===== config.mk =====
export PLATFORM = sky130hd
export DESIGN_NAME = intc_lite
export DESIGN_NICKNAME = d
export VERILOG_FILES = /design/src/rtl/intc_lite.sv
export SDC_FILE = /design/constraint.sdc
export NUM_CORES = 1
export LEC_CHECK = 0
export BUFFER_PORTS_ARGS = -buffer_cell sky130_fd_sc_hd__buf_4
export CAP_MARGIN = 15
export CORE_ASPECT_RATIO = 0.75
export CORE_MARGIN = 3
export CORE_UTILIZATION = 40
export CTS_CLUSTER_DIAMETER = 40
export DETAILED_ROUTE_END_ITERATION = 10
export GPL_ROUTABILITY_DRIVEN = 0
export GPL_TIMING_DRIVEN = 1
export PLACE_DENSITY = 0.8
export SLEW_MARGIN = 5
export SYNTH_ARGS = -nofsm -noshare
export SYNTH_HDL_FRONTEND = slang
export SYNTH_SLANG_ARGS = --single-unit
export TNS_END_PERCENT = 20

===== constraint.sdc =====
create_clock -name s_axi_aclk -period 1.53 [get_ports s_axi_aclk]
set_input_delay 0.0765 -clock s_axi_aclk [delete_from_list [all_inputs] [get_ports s_axi_aclk]]
set_output_delay 0.0765 -clock s_axi_aclk [all_outputs]
set_load 0.05 [all_outputs]

===== src/rtl/intc_lite.sv =====
// AXI4-Lite interrupt controller: captures rising edges of irq_in, masks them per source and
// globally, and drives one registered irq line; software reads a vector register and acks with W1C.
module intc_lite #(
    parameter int C_S_AXI_ADDR_WIDTH = 5,
    parameter int NUM_IRQ            = 4
) (
    input  logic                          s_axi_aclk,
    input  logic                          reset,
    input  logic                          s_axi_awvalid,
    output logic                          s_axi_awready,
    input  logic [C_S_AXI_ADDR_WIDTH-1:0] s_axi_awaddr,
    input  logic [2:0]                    s_axi_awprot,
    input  logic                          s_axi_wvalid,
    output logic                          s_axi_wready,
    input  logic [31:0]                   s_axi_wdata,
    input  logic [3:0]                    s_axi_wstrb,
    output logic                          s_axi_bvalid,
    input  logic                          s_axi_bready,
    output logic [1:0]                    s_axi_bresp,
    input  logic                          s_axi_arvalid,
    output logic                          s_axi_arready,
    input  logic [C_S_AXI_ADDR_WIDTH-1:0] s_axi_araddr,
    input  logic [2:0]                    s_axi_arprot,
    output logic                          s_axi_rvalid,
    input  logic                          s_axi_rready,
    output logic [31:0]                   s_axi_rdata,
    output logic [1:0]                    s_axi_rresp,
    input  logic [NUM_IRQ-1:0]            irq_in,
    output logic                          irq
);

    localparam int IDX_W = C_S_AXI_ADDR_WIDTH - 2;
    typedef logic [IDX_W-1:0] idx_t;

    localparam idx_t IDX_ISR = idx_t'(0);
    localparam idx_t IDX_IPR = idx_t'(1);
    localparam idx_t IDX_IER = idx_t'(2);
    localparam idx_t IDX_IAR = idx_t'(3);
    localparam idx_t IDX_MER = idx_t'(4);
    localparam idx_t IDX_IVR = idx_t'(5);

    typedef enum logic [1:0] {W_IDLE, W_ACCEPT, W_RESP} w_state_t;
    typedef enum logic [1:0] {R_IDLE, R_ACCEPT, R_DATA} r_state_t;

    w_state_t                   w_state_q, w_state_d;
    r_state_t                   r_state_q, r_state_d;
    logic [NUM_IRQ-1:0]         isr_q, isr_d;
    logic [NUM_IRQ-1:0]         ier_q, ier_d;
    logic                       mer_q, mer_d;
    logic [NUM_IRQ-1:0]         irq_in_dly_q, irq_in_dly_d;
    logic                       irq_q, irq_d;
    logic [31:0]                rdata_q, rdata_d;
    logic [C_S_AXI_ADDR_WIDTH-1:0] araddr_q, araddr_d;

    logic [NUM_IRQ-1:0]         rise;
    logic [NUM_IRQ-1:0]         clr;
    logic [NUM_IRQ-1:0]         ipr;
    logic [31:0]                rd_word;
    idx_t                       aw_idx;
    idx_t                       ar_idx;

    function automatic logic [31:0] zext(input logic [NUM_IRQ-1:0] v);
        logic [31:0] r;
        r = '0;
        r[NUM_IRQ-1:0] = v;
        return r;
    endfunction

    // Lowest-numbered pending source wins; all ones means nothing pending.
    function automatic logic [31:0] prio_enc(input logic [NUM_IRQ-1:0] v);
        logic [31:0] r;
        r = '1;
        for (int i = NUM_IRQ - 1; i >= 0; i--) begin
            if (v[i]) r = 32'(i);
        end
        return r;
    endfunction

    assign aw_idx = s_axi_awaddr[C_S_AXI_ADDR_WIDTH-1:2];
    assign ar_idx = araddr_q[C_S_AXI_ADDR_WIDTH-1:2];
    assign rise   = irq_in & ~irq_in_dly_q;
    assign ipr    = isr_q & ier_q;

    always_comb begin
        w_state_d = w_state_q;
        ier_d     = ier_q;
        mer_d     = mer_q;
        clr       = '0;
        case (w_state_q)
            W_IDLE: begin
                if (s_axi_awvalid && s_axi_wvalid) w_state_d = W_ACCEPT;
            end
            W_ACCEPT: begin
                w_state_d = W_RESP;
                case (aw_idx)
                    IDX_IER: ier_d = s_axi_wdata[NUM_IRQ-1:0];
                    IDX_IAR: clr   = s_axi_wdata[NUM_IRQ-1:0];
                    IDX_MER: mer_d = s_axi_wdata[0];
                    default: ;
                endcase
            end
            W_RESP: begin
                if (s_axi_bready) w_state_d = W_IDLE;
            end
            default: w_state_d = W_IDLE;
        endcase
    end

    // Set after clear so a rise coinciding with an ack is never lost.
    always_comb begin
        irq_in_dly_d = irq_in;
        isr_d        = (isr_q & ~clr) | rise;
        irq_d        = mer_q & (|ipr);
    end

    always_comb begin
        case (ar_idx)
            IDX_ISR: rd_word = zext(isr_q);
            IDX_IPR: rd_word = zext(ipr);
            IDX_IER: rd_word = zext(ier_q);
            IDX_MER: rd_word = {31'd0, mer_q};
            IDX_IVR: rd_word = prio_enc(ipr);
            default: rd_word = '0;
        endcase
    end

    always_comb begin
        r_state_d = r_state_q;
        araddr_d  = araddr_q;
        rdata_d   = rdata_q;
        case (r_state_q)
            R_IDLE: begin
                if (s_axi_arvalid) begin
                    araddr_d  = s_axi_araddr;
                    r_state_d = R_ACCEPT;
                end
            end
            R_ACCEPT: begin
                rdata_d   = rd_word;
                r_state_d = R_DATA;
            end
            R_DATA: begin
                if (s_axi_rready) r_state_d = R_IDLE;
            end
            default: r_state_d = R_IDLE;
        endcase
    end

    always_ff @(posedge s_axi_aclk) begin
        if (reset) begin
            w_state_q    <= W_IDLE;
            r_state_q    <= R_IDLE;
            isr_q        <= '0;
            ier_q        <= '0;
            mer_q        <= 1'b0;
            irq_in_dly_q <= '0;
            irq_q        <= 1'b0;
            rdata_q      <= '0;
        end else begin
            w_state_q    <= w_state_d;
            r_state_q    <= r_state_d;
            isr_q        <= isr_d;
            ier_q        <= ier_d;
            mer_q        <= mer_d;
            irq_in_dly_q <= irq_in_dly_d;
            irq_q        <= irq_d;
            rdata_q      <= rdata_d;
        end
    end

    // Captured read address is only consumed after capture, so it needs no reset.
    always_ff @(posedge s_axi_aclk) begin
        araddr_q <= araddr_d;
    end

    assign s_axi_awready = (w_state_q == W_ACCEPT);
    assign s_axi_wready  = (w_state_q == W_ACCEPT);
    assign s_axi_bvalid  = (w_state_q == W_RESP);
    assign s_axi_bresp   = 2'b00;
    assign s_axi_arready = (r_state_q == R_ACCEPT);
    assign s_axi_rvalid  = (r_state_q == R_DATA);
    assign s_axi_rdata   = rdata_q;
    assign s_axi_rresp   = 2'b00;
    assign irq           = irq_q;

    logic unused_ok;
    assign unused_ok = ^{s_axi_awprot, s_axi_arprot, s_axi_wstrb, s_axi_wdata,
                         s_axi_awaddr[1:0], araddr_q[1:0]};

endmodule


* Yosys cells after proc, flatten, opt, wreduce, memory -nomap -nowiden
Index checks and enable logic that the tools add are counted.
Storage, ports and cells: bits of input ports 63, word-level logic and storage cells 54, flip-flop bits (word level) 55
Cells by class: bitwise operators 7, reduce and logical (&&, ||, !) cells 10, multiplexer cells 13, equal/unequal tests 15
Operators by type and width (count):
- $pmux W32 S5 | 1
- $mux W32 | 4
- $and A4 B4 Y4 | 3
- $pmux W2 S3 | 2
- $reduce_and A2 Y1 | 5
- $eq A3 B2 Y1 const B | 3
- $eq A3 B3 Y1 const B | 3
- $mux W2 | 4
- $mux W4 | 2
- $not A4 Y4 | 2
- $eq A2 B1 Y1 const B | 2
- $eq A2 B2 Y1 const B | 2
- $logic_not A2 Y1 | 2
- $ne A2 B1 Y1 const B | 2
- $ne A2 B2 Y1 const B | 2
- $or A4 B4 Y4 | 1
- $reduce_or A4 Y1 | 1
- $eq A3 B1 Y1 const B | 1
- $logic_not A3 Y1 | 1
- $and A1 B1 Y1 | 1
- $logic_and A1 B1 Y1 | 1

* Longest topological paths before layout
depth after elaboration 6, depth in mapped cells 6

* Least setup slack after synthesis
Ideal clock, no wire load.
path kind register to register, from register r_state_q[1], to register rdata_q[3], in the netlist s_axi_rdata[3], clock period less this slack 1.516 ns, arrival 1.429 ns, library setup time 0.086 ns, setup slack 0.014 ns, buffers on the path 1, required time 1.444 ns, cell stages (with the launch flop) 6, cell sequence dfxtp_1 > nand2b_1 > clkbuf_1 > inv_1 > nand2_1 > a221oi_2
On the way: longest elaborated chain between the ends 1
Ends and longest elaborated chain:
- start: declaration | line 46 | r_state_t r_state_q, r_state_d;
- start signal: assignment | line 161 | r_state_q <= r_state_d;
- $eq A2 B1 Y1
- via s_axi_arready | line 21 | output logic s_axi_arready,
- end signal: assignment | line 167 | rdata_q <= rdata_d;
- end: declaration | line 52 | logic [31:0] rdata_q, rdata_d;
The timed path passes the listed nets, and every way through them passes these cells. A chain may end at the register's enable or synchronous reset.

* Worst setup path after layout
from register ier_q[1], to register rdata_q[3], in the netlist s_axi_rdata[3]
On the way: longest elaborated chain between the ends 4
Ends and longest elaborated chain:
- start: declaration | line 48 | logic [NUM_IRQ-1:0] ier_q, ier_d;
- start signal: assignment | line 163 | ier_q <= ier_d;
- $and A4 B4 Y4 | line 82 | assign ipr = isr_q & ier_q;
- $mux W32 (2 in series) | line 74 | if (v[i]) r = 32'(i);
- $pmux W32 S5 | line 117 | case (ar_idx)
No other way between the ends.

==> summary.txt <==
Synth
  • Seq cells post-synth: 26
  • Yosys warns: 0
  • Mapped Area: 1390 sq um
  • Unique cell type count in the Yosys netlist: 32
  • Post-synthesis xor/xnor area fraction: 0%
  • Synth Area in Compound Gates: 12.4%
  • Synth Area in Adders: 0%
  • Synthesized area per cell: 8.85 sq um
  • Largest family of logic cells by synthesized area: simple AND/OR/NAND/NOR gates
  • Post-synthesis mux area share: 3.60%
  • Syn Inst Count: 157
  • Sequential area share after synthesis: 39.6%
  • Post-synthesis simple-gate area fraction: 24.6%

GRT
  • Total Routing Usage GR: 13.3%
  • GR Overflow Total: 0
  • Largest net degree at the start of global routing: 29
  • First-pass GRT wire length: 4.46 mm
  • Vias in the first global route: 983
  • Initial antenna violation count: 0

Timing
  • Post-Route Hold Slack: 0.0183 ns
  • Unrepaired setup endpoints after global routing: false
  • Final Hold Fails: 0
  • Max-slew violation count: 0
  • Tcrit/Tclk final: 94.5%
  • Fin worst setup slack: 0.0849 ns
  • Max Clock Skew: 0.00270 ns
  • Final TNS setup: 0 ns
  • Final setup fails: 0
  • Measured slew at the worst slew-check pin: 0.515 ns
  • Max Fclk: 692 MHz
  • Max_slew headroom: 65.6%
  • Final min period: 1.45 ns

Routing
  • Pre-Repair DR Iteration Count: 4
  • Routed WL per cell: 12.0 microns
  • Iteration-0 DRC count of the detailed router: 52
  • Via count: 1,130
  • WL final: 2.83 mm
  • Post-route DRC violation count: 0
  • Antenna-violating nets left: 0
  • Via/cell ratio: 4.81

Clock network
  • Clock net sink count: 26
  • Clock Tree Buf Depth: 2
  • Clock slew at reported path FFs: 0.09 ns
  • Clk root buf: clkbuf_8
  • Cts bufs inserted: 3
  • CTS H-Tree Depth: 1
  • Clock Latency Late Sink: 0.27 ns
  • CTS tree: yes

Power and ir drop
  • Worst IR drop on VDD: 517 uV
  • Leakage: 0.807 nW
  • Total Power: 1.41 mW
  • Power per cell area: 799 nW/um^2

Floorplan
  • Initial core utilization: 44.4%
  • Die height: 57.0 microns
  • Die W: 74.0 microns
  • Row count: 17
  • I/O pins: 105
  • Die footprint: 4220 sq um
  • Core ar.: 3130 sq um

Cells and area
  • Post-Layout Cell Count: 235
  • Final Net Count: 261
  • Ant diodes: 0
  • Share of layout cells above drive strength 1: 39.6%
  • Most frequent cells in the layout: buf_4 (66), dfxtp_1 (22), nor2b_1 (15), nand2_1 (15), a21oi_1 (12)
  • Layout area overhead: 26.8%
  • Commonest non-fill, non-tap cell in the layout: buf_4

Worst hold path
  • Worst Hold Launch: irq_in[0]
  • Hold Crit Class: input pin to register

Setup path
  • Critical path peak fanout: 4
  • CP Depth: 4
  • Critical Path AT: 1.63 ns
  • Worst setup SP type: register
  • Required @ worst endpoint: 1.72 ns
  • Critical-path top delay cell: a222oi_1
  • Crit Reg-Reg Startpoint: ier_q[1]$_SDFFE_PP0P_
  • Crit-path cells: a222oi_1 -> and4_1 -> a21oi_1 -> a221oi_2
  • Reg2Reg Depth: 4
  • Reg2reg setup slack: 0.08 ns
  • Crit path buf inv count: 0
  • Reg-to-reg critical path endpoint: s_axi_rdata[3]$_SDFFE_PP0P_
  • Crit path largest cell delay: 0.41 ns
  • CP Capture Type: register
  • Critical path type: register to register
  • Crit path capture: s_axi_rdata[3]$_SDFFE_PP0P_
  • Critical path's top delay family: compound AO/OA/AOI/OAI gates
  • Crit path from: ier_q[1]$_SDFFE_PP0P_

Placed design
  • Hpwl dp: 2.18 mm
  • Pre-CTS WS: 0.0684 ns
  • Dpl cells: 224
  • Port Buffers: 58

Status
  • Status: completed

Flow run
  • Max-cap violations: 0
## Yosys cell counts, drive strengths merged
cell type  instances  area share, %
or4b               1           0.99
nor4b              1           0.63
and2               1           0.45
a222oi             1           0.72
buf               34             18
a21boi             1           0.54
and4               1           0.63
o21ai              5            1.8
nand3              6            2.2
inv                2           0.54
nand2b             5            2.8
o31a               1           0.63
a21o               3            1.6
and2b              1           0.63
nor2b             16            7.2
mux2i              5            3.6
dfxtp             23             33
conb               1           0.27
nor3b              1           0.54
and3               1           0.45
a221oi             3            2.8
nor4               1           0.45
a21oi             12            4.3
and4bb             1           0.90
nor2              10            2.7
clkbuf             2           0.54
nand2             15            4.1
edfxtp             3            6.5
## sequential cells by signal, indices dropped and copies added, names as in the netlist
signal / count
s_axi_rdata: 5
w_state_q: 2
r_state_q: 2
irq_in_dly_q: 4
irq: 1
mer_q: 1
isr_q: 4
ier_q: 4
araddr_q: 3
## through the flow
| stage | util [%] | cell area [sq um] |
|---|---|---|
| 2_1_floorplan | - | 1400 |
| 3_3_place_gp | 52.8 | 1650 |
| 3_5_place_dp | 52.8 | 1650 |
| 4_1_cts | 55.2 | 1730 |
| 5_1_grt | 56.3 | 1760 |
| 6_report | 56.3 | 1760 |
## cell type report
class / count / area (sq um)
fillers: 295 / 1370
multi-input cells: 96 / 584
flip-flops and latches: 26 / 552
repair buffers: 69 / 526
well taps: 38 / 47.5
clock buffers: 3 / 41.3
inverters: 2 / 7.51
clock inverters: 1 / 3.75
## worst min path at each step
stage	slack, ns	cells after the start	endpoint
2_1_floorplan	0.15	1	irq_in_dly_q[0]$_SDFF_PP0_
3_3_place_gp	0.26	1	araddr_q[2]$_DFFE_PP_
3_5_place_dp	0.26	1	araddr_q[3]$_DFFE_PP_
4_1_cts	0.02	2	irq_in_dly_q[0]$_SDFF_PP0_
5_1_grt	0.03	2	irq_in_dly_q[2]$_SDFF_PP0_
6_report	0.02	2	irq_in_dly_q[0]$_SDFF_PP0_
## timing repair
item	4_1_cts	5_1_grt
endpoints found under the hold margin	3	0
setup buffers	0	4
setup endpoints to repair	0	3
resized for setup	0	3
hold buffers	3	0
## worst reg2reg max path: stages (launching register included)
cell,delay (ns)
dfxtp_2,0.35
a222oi_1,0.41
and4_1,0.31
a21oi_1,0.07
a221oi_2,0.23
## layer usage
layer / global-route usage (%) / part of all wire, % / vias to the layer above
met5: 0 / 0 / -
met4: 1.55 / 0.25 / 0
met3: 4.75 / 7.8 / 2
met2: 21.3 / 49 / 38
met1: 17.8 / 43 / 512
li1: - / - / 578
## where the power goes
part	internal [mW]	switching [mW]	total [mW]
Clock	0.180	0.206	0.386
Combinational	0.110	0.171	0.281
Sequential	0.717	0.0229	0.740
Total	1.01	0.400	1.41
## logic make-up after synthesis
| logic type | Yosys count |
|---|---|
| simple gates | 61 |
| buf+inv | 38 |
| compound gates | 26 |
| flops | 26 |
| mux | 5 |
| other cells | 1 |
(Power assumes the default switching activity.)
